--- src/rtl/imem_loader.sv ---
// ---------------------------------------------------------------------------
// imem_loader
//   Writer side of the instruction memory. It takes a byte stream over a
//   valid/ready handshake and packs every three bytes (big-endian) into one
//   WORD_W-bit instruction word. Each word goes to the RAM write port at a
//   word-aligned byte address (0, 4, 8, ...). The CPU is held in reset for
//   the whole load.
//
// Handshake: a byte transfers on a rising edge where in_valid && in_ready.
//   in_ready is decoded from registered state only, so it never depends on
//   in_valid. The producer may hold or drop in_valid freely. The loader holds
//   its state until a byte transfers.
//
// Ports
//   clk, rst_n        clock, synchronous active-low reset
//   start             load request, honoured only while idle
//   word_count        words to load, clamped to DEPTH, latched with start
//   in_valid/in_data  byte stream in
//   in_ready          loader accepts a byte this cycle
//   we/waddr/wdata    RAM write port, one-cycle we pulse per word
//   busy, cpu_hold    load in progress (cpu_hold mirrors busy)
//   done              one-cycle pulse when a load finishes
//   err               sticky: count clamped or nonzero padding bits seen
//   dbg_state         current FSM state, for observation only
// ---------------------------------------------------------------------------
module imem_loader #(
  parameter int WORD_W = 18,
  parameter int ADDR_W = 18,
  parameter int DEPTH  = 101
) (
  input  logic              clk,
  input  logic              rst_n,
  input  logic              start,
  input  logic [ADDR_W-1:0] word_count,
  input  logic              in_valid,
  input  logic [7:0]        in_data,
  output logic              in_ready,
  output logic              we,
  output logic [ADDR_W-1:0] waddr,
  output logic [WORD_W-1:0] wdata,
  output logic              busy,
  output logic              cpu_hold,
  output logic              done,
  output logic              err,
  output logic [2:0]        dbg_state
);

  // Counter width large enough to hold DEPTH itself.
  localparam int CW = $clog2(DEPTH + 1);
  localparam logic [ADDR_W-1:0] DEPTH_A = ADDR_W'(DEPTH);
  localparam logic [CW-1:0]     DEPTH_C = CW'(DEPTH);

  localparam logic [2:0] S_IDLE  = 3'd0;
  localparam logic [2:0] S_B0    = 3'd1;
  localparam logic [2:0] S_B1    = 3'd2;
  localparam logic [2:0] S_B2    = 3'd3;
  localparam logic [2:0] S_WRITE = 3'd4;
  localparam logic [2:0] S_DONE  = 3'd5;

  logic [2:0]        state_q, state_d;
  logic [WORD_W-1:0] word_q,  word_d;
  logic [CW-1:0]     idx_q,   idx_d;
  logic [CW-1:0]     eff_q,   eff_d;
  logic              err_q,   err_d;

  logic xfer;

  assign in_ready = (state_q == S_B0) || (state_q == S_B1) || (state_q == S_B2);
  assign xfer     = in_valid && in_ready;

  always_comb begin
    state_d = state_q;
    word_d  = word_q;
    idx_d   = idx_q;
    eff_d   = eff_q;
    err_d   = err_q;
    case (state_q)
      S_IDLE: begin
        if (start) begin
          idx_d = '0;
          if (word_count > DEPTH_A) begin
            eff_d = DEPTH_C;
            err_d = 1'b1;
          end else begin
            eff_d = word_count[CW-1:0];
            err_d = 1'b0;
          end
          // A zero count skips the byte phases entirely.
          state_d = (word_count == '0) ? S_DONE : S_B0;
        end
      end
      S_B0: begin
        if (xfer) begin
          // Only the low two bits carry data. The rest is padding that
          // must be zero. Nonzero padding is flagged but dropped.
          word_d[WORD_W-1:WORD_W-2] = in_data[1:0];
          if (in_data[7:2] != 6'd0) err_d = 1'b1;
          state_d = S_B1;
        end
      end
      S_B1: begin
        if (xfer) begin
          word_d[15:8] = in_data;
          state_d      = S_B2;
        end
      end
      S_B2: begin
        if (xfer) begin
          word_d[7:0] = in_data;
          state_d     = S_WRITE;
        end
      end
      S_WRITE: begin
        if (idx_q + CW'(1) == eff_q) begin
          state_d = S_DONE;
        end else begin
          idx_d   = idx_q + CW'(1);
          state_d = S_B0;
        end
      end
      S_DONE:  state_d = S_IDLE;
      default: state_d = S_IDLE;
    endcase
  end

  always_ff @(posedge clk) begin
    if (!rst_n) begin
      state_q <= S_IDLE;
      word_q  <= '0;
      idx_q   <= '0;
      eff_q   <= '0;
      err_q   <= 1'b0;
    end else begin
      state_q <= state_d;
      word_q  <= word_d;
      idx_q   <= idx_d;
      eff_q   <= eff_d;
      err_q   <= err_d;
    end
  end

  // The write port is zero outside the WRITE cycle, so the RAM side sees a
  // quiet bus between words.
  assign we        = (state_q == S_WRITE);
  assign waddr     = we ? {{(ADDR_W-CW-2){1'b0}}, idx_q, 2'b00} : '0;
  assign wdata     = we ? word_q : '0;
  assign busy      = (state_q != S_IDLE);
  assign cpu_hold  = busy;
  assign done      = (state_q == S_DONE);
  assign err       = err_q;
  assign dbg_state = state_q;

endmodule

--- config.mk ---
export PLATFORM = sky130hd
export DESIGN_NAME = imem_loader
export DESIGN_NICKNAME = d
export VERILOG_FILES = /design/src/rtl/imem_loader.sv
export SDC_FILE = /design/constraint.sdc
export NUM_CORES = 1
export LEC_CHECK = 0
export ABC_AREA = 1
export BUFFER_PORTS_ARGS = -buffer_cell sky130_fd_sc_hd__buf_4
export CAP_MARGIN = 0
export CORE_MARGIN = 2
export CORE_UTILIZATION = 42
export DETAILED_ROUTE_END_ITERATION = 16
export GPL_ROUTABILITY_DRIVEN = 0
export PLACE_DENSITY_LB_ADDON = 0.08
export SLEW_MARGIN = 20
export SYNTH_ARGS = -nofsm -noshare
export SYNTH_HDL_FRONTEND = slang
export SYNTH_SLANG_ARGS = --single-unit
--- constraint.sdc ---
create_clock -name clk -period 2.5 [get_ports clk]
set_clock_uncertainty 0.2 [all_clocks]
set_input_delay 0.125 -clock clk [delete_from_list [all_inputs] [get_ports clk]]
set_output_delay 0.125 -clock clk [all_outputs]
set_load 0.02 [all_outputs]
==> flow_metrics.tcl <==
set metrics [dict create \
    crit_buf_inv 3 \
    cts_root_buf "clkbuf_8" \
    first_global_vias 1836 \
    cts_sinks 36 \
    crit_end "wdata[12]" \
    ys_async_sr_fraction_pct 0 \
    die_w_um 74.0 \
    top_level_ports 75 \
    cp.depth 6 \
    cts_made_buffers 5 \
    fin_nets 415 \
    vias_per_cell 4.65 \
    start_kind "register" \
    ys_top_cells_by_area "dfxtp_1 (35%), nor2_1 (9.3%), nand2_1 (8.8%), inv_1 (7.9%), a21oi_1 (7.1%)" \
    p_leak_nw 1.23 \
    grtUsageMet2_pct 30.3 \
    period_needed_ns 2.22 \
    synth-simple-area-share_pct 30.7 \
    die_y_um 74.0 \
    ys_seq_elements 36 \
    grt_usage_pct 19.4 \
    synth_cell_types 36 \
    cts.htree.levels 2 \
    ir_drop_v 0.000645 \
    synth_ff_type "dfxtp_1" \
    grt_pass1_wl_um 8170 \
    relSlewSlack_pct 49.2 \
    hold_class "in2reg" \
    drt_pass1_iterations 4 \
    grt_overflow_total 0 \
    crit_fanout 25 \
    rr_worst_depth 10 \
    cts.path.max_buffers 2 \
    synth_commonest_cells "nor2_1 (51), nand2_1 (48), inv_1 (43), dfxtp_1 (36), a21oi_1 (29)" \
    clk_pin_slew_ns 0.07 \
    busiest_layer "met2" \
    cp-end-kind "output pin" \
    syn_area_per_cell_um2 6.61 \
    yosysTopAreaCell "dfxtp_1" \
    grt_max_degree 34 \
    setup_tns_ns 0 \
    drc 0 \
    clk_latency_ns 0.29 \
    yosysWarnings 0 \
    post-cts-setup-buffers 0 \
    synthCells 311 \
    antenna_found_initial 0 \
    regToRegSetupSlack_ns 0.39 \
    place_area_mm2 0.00250 \
    num_rows 25 \
    synth-compound-area-share_pct 17.6 \
    yosysMostFrequentCell "nor2_1" \
    synth_area_mm2 0.00206 \
    crit_chain "inv_2 -> nand2_4 -> nor2_8 -> inv_1 -> nor2_1 -> buf_4" \
    crit_arrival_ns 1.90 \
    fp.dieArea_mm2 0.00547 \
    powerDensity_mw_per_mm2 797 \
    synthAdderAreaFrac_pct 0.609 \
    max_freq_mhz 450 \
    wl_per_cell_um 11.2 \
    drive_gt1_share_pct 23.4 \
    cp_slowest_stage_delay_ns 0.55 \
    dpl.hpwl_um 3620 \
    utilization_pct 58.1 \
    setup_violations 0 \
    yosysTopAreaCellShare_pct 35.1 \
    path_class "reg2out" \
    hold_viol 0 \
    drtIter0Drc 142 \
    startpoint "dbg_state[0]" \
    ant_nets 0 \
    status "finished, final reports clean" \
    finalPower_w 0.00219 \
    drt-total-wl_um 5060 \
    crit_family "buffers and inverters" \
    rsz0062_at_grt "no" \
    period_share_pct 88.9 \
    slew_violations 0 \
    yosysSeqAreaShare_pct 35.1 \
    synth_edf_count 0 \
    core_area_mm2 0.00472 \
    antennaDiodeCount 0 \
    portBuffers 63 \
    synth_xor_area_share_pct 0.426 \
    required_ns 2.17 \
    final_area_mm2 0.00274 \
    muxShareOfSynthArea_pct 0 \
    crit_slowest_cell "inv_1" \
    vias 2101 \
    worstReg2RegEnd "idx_q[4]" \
    cts_tree "done" \
    tightest_slew_ns 0.761 \
    reg2reg_from "idx_q[0]" \
    use_met1_pct 26.7 \
    area_growth_pct 33.4 \
    start_util_pct 43.5 \
    cap_violations 0 \
    synth_top_family_by_area "simple AND/OR/NAND/NOR gates" \
    grt_util_met3_pct 4.47 \
]
-- report_power, final --
part           leakage (nW)  switching [W]  internal (W)
clock network        0.0479       0.000212      0.000194
logic                 0.882       0.000596      0.000358
registers             0.295       0.000111      0.000715
-- layout by cell type (no fill, tap or decap), types with 5 or more instances in the layout --
master / count
o21ai_0: 25
nand3_1: 13
buf_4: 63
conb_1: 11
dfxtp_1: 36
dlygate4sd3_1: 15
inv_1: 43
nand2_1: 48
a21oi_1: 29
nor2_1: 51
clkbuf_8: 5
nor3_1: 6
-- sequential cells by signal, summed over array words and instances, names as in the netlist --
register and count:
word_q 18, err 1, dbg_state 3, idx_q 7, eff_q 7
-- per-stage QoR --
stage / setup WS, ns / hold slack (ns) / instances
floorplan: 0.597 / 0.0633 / 321
global placement: 0.480 / 0.198 / 429
detailed placement: 0.420 / 0.207 / 429
CTS: 0.189 / 0.00640 / 452
global route: 0.0772 / 0.0341 / 452
finish: 0.277 / 0.0186 / 452
-- per-layer routing --
layer	vias to the layer above	share of wire [%]
met4	0	1.4
li1	1114	-
met1	912	49
met2	67	43
met5	-	0
met3	8	5.7
-- cell type report --
| type | count | area, µm² |
|---|---|---|
| fillers | 483 | 1980 |
| clock inverters | 3 | 18.8 |
| well taps | 67 | 83.8 |
| repair buffers | 78 | 623 |
| flip-flops and latches | 36 | 721 |
| clock buffers | 5 | 68.8 |
| multi-input cells | 217 | 1050 |
| inverters | 46 | 173 |
-- worst min-delay path, cell delays in order --
cell     delay [ns]
buf_4          0.21
nand2_1        0.10
nor2_1         0.03
-- logic make-up after synthesis --
group,Yosys count
AND/OR/NAND/NOR,138
buffers and inverters,68
AO/OA/AOI/OAI,66
flip-flops,36
XOR/XNOR,1
adder cells (fa/ha/maj),1
other,1
-- how the worst min path moves through the flow --
stage / start / endpoint / slack (ns) / cells after the start
global route: rst_n / idx_q[5] / 0.03 / 3
finish: rst_n / idx_q[6] / 0.02 / 3
global placement: word_count[4] / eff_q[4] / 0.20 / 3
detailed placement: word_count[4] / eff_q[4] / 0.21 / 3
floorplan: rst_n / eff_q[5] / 0.06 / 2
CTS: rst_n / idx_q[5] / 0.006 / 3
-- repair_timing --
item | CTS | global route
endpoints found under the hold margin | 25 | 0
resized for setup | 0 | 0
hold buffers | 15 | 0
No activity file was read; power rests on OpenSTA's default activity.
